<file path="src/rtl/audio_cts_measure_if.sv">
// Handshake bundle that carries a measured CTS from the CTS measurement block
// to the packet picker, plus the overwrite indication.
interface audio_cts_measure_if #(
    parameter int CTS_WIDTH = 20
);
    logic [CTS_WIDTH-1:0] cts;
    logic                 cts_valid;
    logic                 cts_ready;
    logic                 cts_overrun;

    modport master (
        output cts,
        output cts_valid,
        output cts_overrun,
        input  cts_ready
    );

    modport slave (
        input  cts,
        input  cts_valid,
        input  cts_overrun,
        output cts_ready
    );
endinterface

</file>
<file path="src/rtl/audio_cts_measure.sv">
// Audio clock regeneration CTS measurement: counts clk_pixel cycles across a
// window of N/128 audio sample ticks and publishes the count over a
// valid/ready handshake. Windows are back to back; a window that runs past
// CTS_TIMEOUT cycles declares audio lost and waits for a fresh boundary tick.
module audio_cts_measure #(
    parameter int N           = 6144,
    parameter int CTS_IDEAL   = 25200,
    parameter int CTS_TIMEOUT = 50400,
    parameter int CTS_WIDTH   = 20
) (
    input  logic                 clk_pixel,
    input  logic                 reset,
    input  logic                 audio_sample_tick,
    audio_cts_measure_if.master  cts_bus,
    output logic                 audio_lost,
    output logic [19:0]          n
);

    localparam int TICKS  = N / 128;
    localparam int TICK_W = $clog2(TICKS + 1);

    localparam logic [TICK_W-1:0]    LAST_TICK = TICK_W'(TICKS - 1);
    localparam logic [CTS_WIDTH-1:0] TIMEOUT_C = CTS_WIDTH'(CTS_TIMEOUT);

    if ((N % 128) != 0 || N < 128) begin : g_bad_n
        $error("N must be a non-zero multiple of 128");
    end
    if (64'(CTS_TIMEOUT) >= (64'(1) << CTS_WIDTH)) begin : g_bad_timeout
        $error("CTS_TIMEOUT does not fit in CTS_WIDTH bits");
    end

    typedef enum logic {
        IDLE    = 1'b0,
        MEASURE = 1'b1
    } state_t;

    state_t                state;
    state_t                state_next;
    logic [CTS_WIDTH-1:0]  cycle_cnt;
    logic [TICK_W-1:0]     tick_cnt;
    logic                  window_end;
    logic                  timeout;
    logic                  restart;
    logic [CTS_WIDTH-1:0]  cts_r;
    logic                  cts_valid_r;
    logic                  cts_overrun_r;

    // The cycle counter never wraps: it parks at the timeout value.
    function automatic logic [CTS_WIDTH-1:0] sat_inc(input logic [CTS_WIDTH-1:0] v);
        if (v >= TIMEOUT_C) begin
            return v;
        end
        return v + CTS_WIDTH'(1);
    endfunction

    // State register.
    always_ff @(posedge clk_pixel or posedge reset) begin
        if (reset) begin
            state <= IDLE;
        end else begin
            state <= state_next;
        end
    end

    // Next state: a tick on the timeout cycle starts a new window straight away.
    always_comb begin
        state_next = state;
        case (state)
            IDLE:    if (audio_sample_tick) state_next = MEASURE;
            MEASURE: if (timeout && !audio_sample_tick) state_next = IDLE;
            default: state_next = IDLE;
        endcase
    end

    // Window boundary, timeout and counter-restart decodes.
    always_comb begin
        window_end = 1'b0;
        timeout    = 1'b0;
        restart    = 1'b0;
        case (state)
            IDLE: restart = audio_sample_tick;
            MEASURE: begin
                window_end = audio_sample_tick && (tick_cnt == LAST_TICK);
                timeout    = !window_end && (cycle_cnt == TIMEOUT_C);
                restart    = window_end || (timeout && audio_sample_tick);
            end
            default: ;
        endcase
    end

    // Counters: a boundary cycle counts as cycle 0 of the new window, so the
    // count seen on the closing boundary is exactly t1 - t0.
    always_ff @(posedge clk_pixel or posedge reset) begin
        if (reset) begin
            cycle_cnt <= '0;
            tick_cnt  <= '0;
        end else if (restart) begin
            cycle_cnt <= CTS_WIDTH'(1);
            tick_cnt  <= '0;
        end else if (state == MEASURE) begin
            cycle_cnt <= sat_inc(cycle_cnt);
            if (audio_sample_tick) begin
                tick_cnt <= tick_cnt + TICK_W'(1);
            end
        end
    end

    // Publish / handshake / audio-lost register; a publish wins over acceptance.
    always_ff @(posedge clk_pixel or posedge reset) begin
        if (reset) begin
            cts_r         <= CTS_WIDTH'(CTS_IDEAL);
            cts_valid_r   <= 1'b0;
            cts_overrun_r <= 1'b0;
            audio_lost    <= 1'b1;
        end else begin
            cts_overrun_r <= 1'b0;
            if (window_end) begin
                cts_r         <= cycle_cnt;
                cts_valid_r   <= 1'b1;
                cts_overrun_r <= cts_valid_r && !cts_bus.cts_ready;
                audio_lost    <= 1'b0;
            end else begin
                if (cts_valid_r && cts_bus.cts_ready) begin
                    cts_valid_r <= 1'b0;
                end
                if (timeout) begin
                    audio_lost <= 1'b1;
                end
            end
        end
    end

    assign cts_bus.cts         = cts_r;
    assign cts_bus.cts_valid   = cts_valid_r;
    assign cts_bus.cts_overrun = cts_overrun_r;
    assign n                   = 20'(N);

endmodule
</file>
<file path="src/flat_wrapper.sv">
// flat-port wrapper written by rule: the top's interface ports become plain ports
module audio_cts_measure_flat 
#(
    parameter int N           = 6144,
    parameter int CTS_IDEAL   = 25200,
    parameter int CTS_TIMEOUT = 50400,
    parameter int CTS_WIDTH   = 20
)
  (clk_pixel, reset, audio_sample_tick, audio_lost, n, cts_bus_cts, cts_bus_cts_valid, cts_bus_cts_overrun, cts_bus_cts_ready);
  audio_cts_measure_if #(.CTS_WIDTH(CTS_WIDTH)) cts_bus_i ();
  input  logic clk_pixel;
  input  logic reset;
  input  logic audio_sample_tick;
  output logic audio_lost;
  output logic [19:0] n;
  output wire logic [$bits(cts_bus_i.cts)-1:0] cts_bus_cts;
  output wire logic [$bits(cts_bus_i.cts_valid)-1:0] cts_bus_cts_valid;
  output wire logic [$bits(cts_bus_i.cts_overrun)-1:0] cts_bus_cts_overrun;
  input wire logic [$bits(cts_bus_i.cts_ready)-1:0] cts_bus_cts_ready;
  assign cts_bus_cts = cts_bus_i.cts;
  assign cts_bus_cts_valid = cts_bus_i.cts_valid;
  assign cts_bus_cts_overrun = cts_bus_i.cts_overrun;
  assign cts_bus_i.cts_ready = cts_bus_cts_ready;
  audio_cts_measure #(.N(N), .CTS_IDEAL(CTS_IDEAL), .CTS_TIMEOUT(CTS_TIMEOUT), .CTS_WIDTH(CTS_WIDTH)) u_core (.clk_pixel(clk_pixel), .reset(reset), .audio_sample_tick(audio_sample_tick), .cts_bus(cts_bus_i), .audio_lost(audio_lost), .n(n));
endmodule
</file>
<file path="config.mk">
export PLATFORM = sky130hd
export DESIGN_NAME = audio_cts_measure_flat
export DESIGN_NICKNAME = d
export VERILOG_FILES = /design/src/rtl/audio_cts_measure_if.sv /design/src/rtl/audio_cts_measure.sv /design/src/flat_wrapper.sv
export SDC_FILE = /design/constraint.sdc
export NUM_CORES = 1
export LEC_CHECK = 0
export CAP_MARGIN = 20
export CELL_PAD_IN_SITES_DETAIL_PLACEMENT = 1
export CELL_PAD_IN_SITES_GLOBAL_PLACEMENT = 1
export CORE_UTILIZATION = 40
export DETAILED_ROUTE_END_ITERATION = 16
export PLACE_DENSITY = 0.89
export SLEW_MARGIN = 5
export SYNTH_ARGS = -nofsm -noshare
export SYNTH_HDL_FRONTEND = slang
export SYNTH_SLANG_ARGS = --single-unit
export TNS_END_PERCENT = 50
</file>
<file path="constraint.sdc">
create_clock -name clk_pixel -period 4.7 [get_ports clk_pixel]
set_input_delay 1.175 -clock clk_pixel [delete_from_list [all_inputs] [get_ports clk_pixel]]
set_output_delay 1.175 -clock clk_pixel [all_outputs]
set_load 0.05 [all_outputs]
</file>
==> flow_summary.yaml <==
status:
  status: "complete, no violations"
drt:
  dr_total_vias: 1979
  finalWirelength_mm: 5.70
  vias_per_cell: 5.33
  drtAntennaViolNets: 0
  avgRoutedWirePerCell_um: 15.4
  first_pass_iters: 5
  drc: 0
  first_iter_violations: 128
floorplanning:
  start_util: 0.427
  top_level_ports: 47
  die_width_um: 82.4
  die_y_um: 82.4
  rows: 28
  coreArea_um2: 6060
  die_area_um2: 6790
finish:
  multi_input_area_um2: 1100
  area_delta_synth_final_pct: 12.2
  utilization: 0.479
  seqCellArea_um2: 1260
  drive_gt1_frac: 0.0912
  diodes: 0
  nNetsFinal: 302
  fillCellCount: 705
sta:
  relSlewSlack: 0.391
  setup_viol: 0
  whs_ps: 463
  maxSlewViolCount: 0
  period_needed_ps: 3310
  fmax_mhz: 302
  worst_pin_slew_ps: 914
  final-hold-violation-count: 0
  period_share: 0.705
  skew_ps: 9.53
  final.setup.tns_ps: 0
  rsz0062_at_grt: "no"
yosys:
  synth_top_area_frac: 0.416
  synth_most_common_cell: "nand2_1"
  synthTopCellsByArea: "dfrtp_1 42%, nand2_1 8.9%, dfstp_2 7.1%"
  ys_async_sr_fraction: 1.00
  avgSynthCellArea_um2: 9.47
  syn_inst: 273
  synth-main-ff-cell: "dfrtp_1"
  synth_top_area_cell: "dfrtp_1"
  synth_edf_count: 0
  synth-warning-count: 0
  netlist_area_um2: 2580
  ys_types: 54
  synth-seq-cells: 50
  ys_top_cells_by_count: "61 x nand2_1, 43 x dfrtp_1, 22 x buf_4, 13 x o21ai_0"
  ys_seq_area_frac: 0.487
hold_path:
  hold_path.startpoint: "u_core.cts_bus.cts[9]"
  hold_class: "flip-flop to flip-flop"
power_and_ir_drop:
  combPwrFrac: 0.215
  clkPwrFrac: 0.272
  power_frac_seq: 0.514
  peakVddDrop_mv: 0.167
  p_leak_nw: 1.32
  swShare: 0.342
  p_int_mw: 0.739
  p_sw_mw: 0.384
  powerDensity_nw_per_um2: 387
clocking:
  worstSkewPairLatency_ps: 310
  cts_buffer_depth: 2
  h-tree-depth: 2
  clock_sinks: 50
  post_cts.repair.setup_buffers: 0
  cts_resized: 0
  cts_root_buf: "clkbuf_8"
  cts_tree: "yes"
  clkSlewWorstSetupHoldPaths_ps: 90
  cts_buffers: 5
  hold_buffers: 0
global_routing:
  first_global_vias: 2024
  grt-ovfl-total: 0
  gr-usage-all-layers: 0.190
  grt_max_degree: 51
  antenna_found_initial: 0
  grt_pass1_wl_mm: 9.71
setup_path:
  crit_type: "primary input to flip-flop"
  reg2reg_from: "u_core.cycle_cnt[0]"
  critPathLaunchType: "primary input"
  cp_max_fo: 21
  crit_chain: "clkdlybuf4s50_1, nand4_2, o31a_2, o211a_1, or4b_1, a21oi_1"
  cp-startpoint: "audio_sample_tick"
  slowest_delay_ps: 670
  cp-end-kind: "flip-flop"
  rrSetupSlack_ps: 2340
  arrival_ps: 3550
  slowest_stage: "clkdlybuf4s50_1"
  cp.required_ps: 4940
job:
  maxCapViolCount: 0
placed_design:
  post-dp-hpwl_mm: 3.96
  place.gp.congestion: 0.853
  io_buffers: 26
## cells in the final DEF (no fill, tap or decap), types with 3 or more instances in the layout
| master | synthesis | routed |
|---|---|---|
| dfrtp_1 | 43 | 43 |
| dfstp_2 | 7 | 7 |
| nor3b_1 | 3 | 3 |
| nand2_1 | 61 | 61 |
| or4_1 | 8 | 8 |
| and3_1 | 4 | 4 |
| conb_1 | 2 | 20 |
| o21ai_0 | 13 | 13 |
| and2_1 | 4 | 4 |
| inv_1 | 11 | 10 |
| a21oi_1 | 11 | 11 |
| nor2_1 | 10 | 10 |
| clkbuf_8 | 2 | 5 |
| o31ai_1 | 7 | 7 |
| nand3_1 | 9 | 9 |
| a21o_1 | 3 | 3 |
| ha_1 | 3 | 3 |
| clkdlybuf4s50_1 | 0 | 26 |
| nor3_1 | 4 | 4 |
## cells by family (layout without fill, tap and decap cells)
kind of cell,count (synthesis),count (layout),share of synthesized area
buffers and inverters,43,48,0.113
AOI/OAI and AO/OA,49,49,0.125
DFF,50,50,0.487
adders and majority gates,3,3,0.0145
and+or+nand+nor,120,120,0.236
xor gates and xnor gates,4,4,0.0136
other,2,20,0.00291
muxes,2,2,0.00774
## layer usage
metal  GRT usage  routed length, um
met1       0.247               2600
met2       0.320               2810
met3      0.0341                195
met4      0.0561                 98
met5           0                  0
## per-stage QoR
stage / area, um2 / total power [mW] / instances / setup WS (ps)
floorplan: 2650 / 0.761 / 291 / 1980
global placement: 2770 / 0.805 / 362 / 1180
detailed placement: 2770 / 0.822 / 362 / 1080
CTS: 2880 / 1.13 / 370 / 1380
global route: 2900 / 1.18 / 371 / 1240
finish: 2900 / 1.12 / 371 / 1390
## layout make-up
type                            count  area share
Inverter                           11      0.0142
Timing Repair Buffer               29       0.102
Clock buffer                        6      0.0250
Clock inverter                      2      0.0129
Sequential cell                    50       0.434
Tap cell                           75      0.0323
Multi-Input combinational cell    198       0.379
## path summary, 6_finish.rpt
path,to,cells after the start
worst max-delay path,u_core.cycle_cnt[10],6
worst min-delay path,u_core.cts_bus.cts[9],2
worst max register to register,u_core.cycle_cnt[3],7
worst min register to register,u_core.cts_bus.cts[9],2
max in group asynchronous,u_core.cts_bus.cts[5],3
min in group asynchronous,u_core.cts_bus.cts_valid,2
## power by group through the flow
stage | clock network, mW | registers, mW | logic (mW)
final | 0.305 | 0.577 | 0.241
after global routing | 0.322 | 0.587 | 0.269
after CTS | 0.311 | 0.576 | 0.243
after detailed placement | 0 | 0.582 | 0.240
after global placement | 0 | 0.577 | 0.228
after floorplan | 0 | 0.583 | 0.178
## flip-flops by register name, indices dropped and copies added (netlist names)
register                    count
u_core.cts_bus.cts_overrun      1
u_core.audio_lost               1
u_core.tick_cnt                 6
u_core.state                    1
u_core.cts_bus.cts             20
u_core.cts_bus.cts_valid        1
u_core.cycle_cnt               20
## worst max-delay path: cells and delay by family
family	cells	cell delay, ps
AOI/OAI and AO/OA	3	910
buffers and inverters	1	670
and+or+nand+nor	2	800
Note: power is estimated with default switching activity, not from simulation.
==> variant 1, RTL diff (same settings) <==
Compare `tick_cnt` against `LAST_TICK` with >= in place of ==.
--- a/src/rtl/audio_cts_measure.sv
+++ b/src/rtl/audio_cts_measure.sv
@@ -82,3 +82,3 @@
             MEASURE: begin
-                window_end = audio_sample_tick && (tick_cnt == LAST_TICK);
+                window_end = audio_sample_tick && (tick_cnt >= LAST_TICK);
                 timeout    = !window_end && (cycle_cnt == TIMEOUT_C);
Function: no difference found for any inputs over 10 cycles, from zero or initial values and one cycle with reset high; that may be too few to reach the edited logic, so the function may still have changed.
==> variant 1 against the unedited design <==
- wire length grew 0.93%
- first-iteration DRC count is 13% lower
- final cell count is 7.8% lower
- die area rose by 0.28%
- count of clock-buffer cells in the layout unchanged
- critical path type unchanged
- largest cell class unchanged
- worst hold slack gained 0.054 ns
- register-to-register slack worse by 0.20 ns
- setup slack better by 0.12 ns
- cell area is 1.4% higher
- synthesized area grew 0.29%
- via count shrank 3.7%
- sequential cell count stayed put
- critical endpoint is now u_core.tick_cnt[4]
Power is not compared: it rests on default switching activity, and its combinational part moved more than twofold at a synthesized area within 25%.
==> variant 1: results <==
[clock_tree]
post_cts_buffers = 0

[worst_setup_path]
r2r_setup_slack_ns = 2.14
arrival_ns = 3.38
cp_max_fo = 20

[cells_and_area]
final_net_count = 273
final_util = 0.483
drive_above_1_share = 0.184
clkCellAreaFrac = 0.0413
buf_share = 0.100
seq_share = 0.428
filler_cell_count = 698
multi_input_area_share = 0.384
multi_input_gates = 169

[placement]
gp_congestion = 0.831
post-place-ws_ns = 1.18
dp_hpwl_mm = 3.94
place_area_um2 = 2800
place_inst = 333

[run_status]
status = "finished clean"

[sta]
tightest_slew_ns = 0.799
whs_ns = 0.517
setup-violations-final = 0
skew_ns = 0.0178

[grt]
use_met3 = 0.0374
grt_usage = 0.194
grt_pass1_wl_mm = 9.75
gr-usage-met1 = 0.242
grt_util_met2 = 0.322

[routing]
drt_first_iter_violations = 112
m1WireLength_mm = 2.60
wirelength_mm = 5.76
wire_per_inst_um = 16.8
num_vias = 1906
dr.pass1.iters = 4
routed-wl-met2_mm = 2.83

[logic_synthesis]
synthXorXnorAreaFrac = 0.0101
synth_most_common_cell = "dfrtp_1"
synthCells = 245
synth_compound_area_frac = 0.132
synth.area.mux_share = 0.0946
synth_common_cells = "dfrtp_1 (43), buf_4 (21), mux2_2 (20), nand2_1 (20), a31oi_1 (14)"
[variant 1: cell types whose count changed after synthesis, sizes merged, moves of 4 or more]
cell	before	now
a31oi	1	14
nand2	61	21
or4	8	1
mux2	0	20
o21ai	13	7
nor2b	0	4
o31ai	7	1
[variant 1: worst max-delay path, delay by kind of cell]
kind | cells | cell delay, ns
AOI/OAI and AO/OA | 3 | 0.81
and+or+nand+nor | 1 | 0.50
buffers and inverters | 2 | 0.90
[variant 1: worst min path at each step]
| stage | endpoint | start |
|---|---|---|
| after CTS | u_core.cts_bus.cts[17] | u_core.cts_bus.cts[17] |
| after global routing | u_core.cts_bus.cts[0] | u_core.cts_bus.cts[0] |
| after detailed placement | u_core.cts_bus.cts[2] | u_core.cts_bus.cts[2] |
| after floorplan | u_core.tick_cnt[0] | u_core.tick_cnt[0] |
| final | u_core.cts_bus.cts[0] | u_core.cts_bus.cts[0] |
| after global placement | u_core.tick_cnt[0] | u_core.tick_cnt[0] |
==> variant 2, RTL diff (same settings) <==
Made on the original files. `CTS_WIDTH` is set to 20 in 3 places; all go to 24.
--- a/src/rtl/audio_cts_measure_if.sv
+++ b/src/rtl/audio_cts_measure_if.sv
@@ -3,3 +3,3 @@
 interface audio_cts_measure_if #(
-    parameter int CTS_WIDTH = 20
+    parameter int CTS_WIDTH = 24
 );
--- a/src/rtl/audio_cts_measure.sv
+++ b/src/rtl/audio_cts_measure.sv
@@ -8,3 +8,3 @@
     parameter int CTS_TIMEOUT = 50400,
-    parameter int CTS_WIDTH   = 20
+    parameter int CTS_WIDTH   = 24
 ) (
--- a/src/flat_wrapper.sv
+++ b/src/flat_wrapper.sv
@@ -6,3 +6,3 @@
     parameter int CTS_TIMEOUT = 50400,
-    parameter int CTS_WIDTH   = 20
+    parameter int CTS_WIDTH   = 24
 )
Interface: changed (resized cts_bus_cts); port bits go from 47 to 51. The function was not compared with the original's and may differ.
==> variant 2 against the unedited design <==
- the flow now finishes with violations (DRC)
- clock power is 37% higher
- sequential power grew 11%
- cell area rose by 12%
- critical endpoint is now u_core.cycle_cnt[13]
- critical path depth did not move
- clock skew down 0.0055 ns
- first-iteration DRC count fell by 30%
- critical path type unchanged
- synthesized area grew 6.5%
- sequential cell count up 8
- via count shrank 5.9%
- power up 13%
- wire length decreased by 1.8%
- register-to-register slack improved by 0.02 ns
- setup slack better by 0.14 ns
==> variant 2: results <==
[worst_setup_path]
regToRegEndpoint = "u_core.cycle_cnt[23]"
r2r_setup_slack_ns = 2.36
crit_end = "u_core.cycle_cnt[13]"
cp_max_fo = 14
r2r_cells = 8

[grt]
grt_pass1_wl_mm = 9.38
use_met3 = 0.0642
grt_pass1_vias = 1899
gr-usage-met1 = 0.215
grt_usage = 0.173
grt_util_met2 = 0.272

[routing]
routed-wl-met2_mm = 2.63
drc = 5
dr.pass1.iters = 13
drt_first_iter_violations = 90
m1WireLength_mm = 2.55

[cells_and_area]
drive_above_1_share = 0.202
final_net_count = 284
filler_cell_count = 695

[logic_synthesis]
synth_seq_area_share = 0.530
synth.distinct_cells = 42
synth_common_cells = "dfrtp_1 (51), mux2_2 (25), buf_4 (20), nor2_1 (19), nand2_1 (13)"

[power]
p_leak_nw = 1.53
ir_drop_mv = 0.223
power.switching_uw = 392

[clock_tree]
cts.clk_slew.worst_paths_ns = 0.06
htree_levels = 3
clk_latency_ns = 0.34
numCtsBuffers = 9

[sta]
skew_ns = 0.00406
whs_ns = 0.503
tightest_slew_ns = 0.623

[run_status]
status = "complete, but fails checks"
violations = "DRC"

[hold_path]
hold-path-endpoint = "u_core.cts_bus.cts[11]"

[placement]
dp_hpwl_mm = 4.04
variant 2: per-stage QoR:
stage | cell area, µm² | util | power (mW) | setup slack (ns) | cells
3_3_place_gp | 3050 | 0.470 | 0.828 | 1.26 | 342
2_1_floorplan | 2820 | - | 0.801 | 2.11 | 260
4_1_cts | 3240 | 0.498 | 1.28 | 1.53 | 358
6_report | 3240 | 0.499 | 1.27 | 1.52 | 359
3_5_place_dp | 3050 | 0.470 | 0.856 | 1.18 | 342
5_1_grt | 3240 | 0.499 | 1.33 | 1.34 | 359
variant 2: layout make-up:
class,count,area (µm²),area share
multi-input cells,168,1160,0.357
flip-flops and latches,58,1460,0.450
clock buffers,14,173,0.0533
repair buffers,33,320,0.0988
inverters,7,26.3,0.00810
clock inverters,2,10.0,0.00309
well taps,77,96.3,0.0297
variant 2: worst max-delay path, cell delays in order:
cell and delay [ns]:
clkdlybuf4s50_1 0.73, or2_2 0.25, nand3_1 0.21, or4b_4 0.57
or3_1 0.36, a21oi_1 0.15
variant 2: power by group through the flow:
stage / combinational (mW) / clock [mW] / sequential (mW)
3_3_place_gp: 0.193 / 0 / 0.635
2_1_floorplan: 0.183 / 0 / 0.618
5_1_grt: 0.238 / 0.448 / 0.645
3_5_place_dp: 0.212 / 0 / 0.645
6_report: 0.210 / 0.419 / 0.638
4_1_cts: 0.213 / 0.433 / 0.636
variant 2: cells by family (layout without fill, tap and decap cells):
kind of cell / Yosys count / count (layout) / synth area share
AND/OR/NAND/NOR: 89 / 89 / 0.192
flip-flops: 58 / 58 / 0.530
buffers and inverters: 34 / 56 / 0.0745
multiplexers: 26 / 26 / 0.106
AO/OA/AOI/OAI: 16 / 16 / 0.0368
XOR/XNOR: 14 / 14 / 0.0445
adder cells (fa/ha/maj): 3 / 3 / 0.0136
other: 2 / 20 / 0.00273
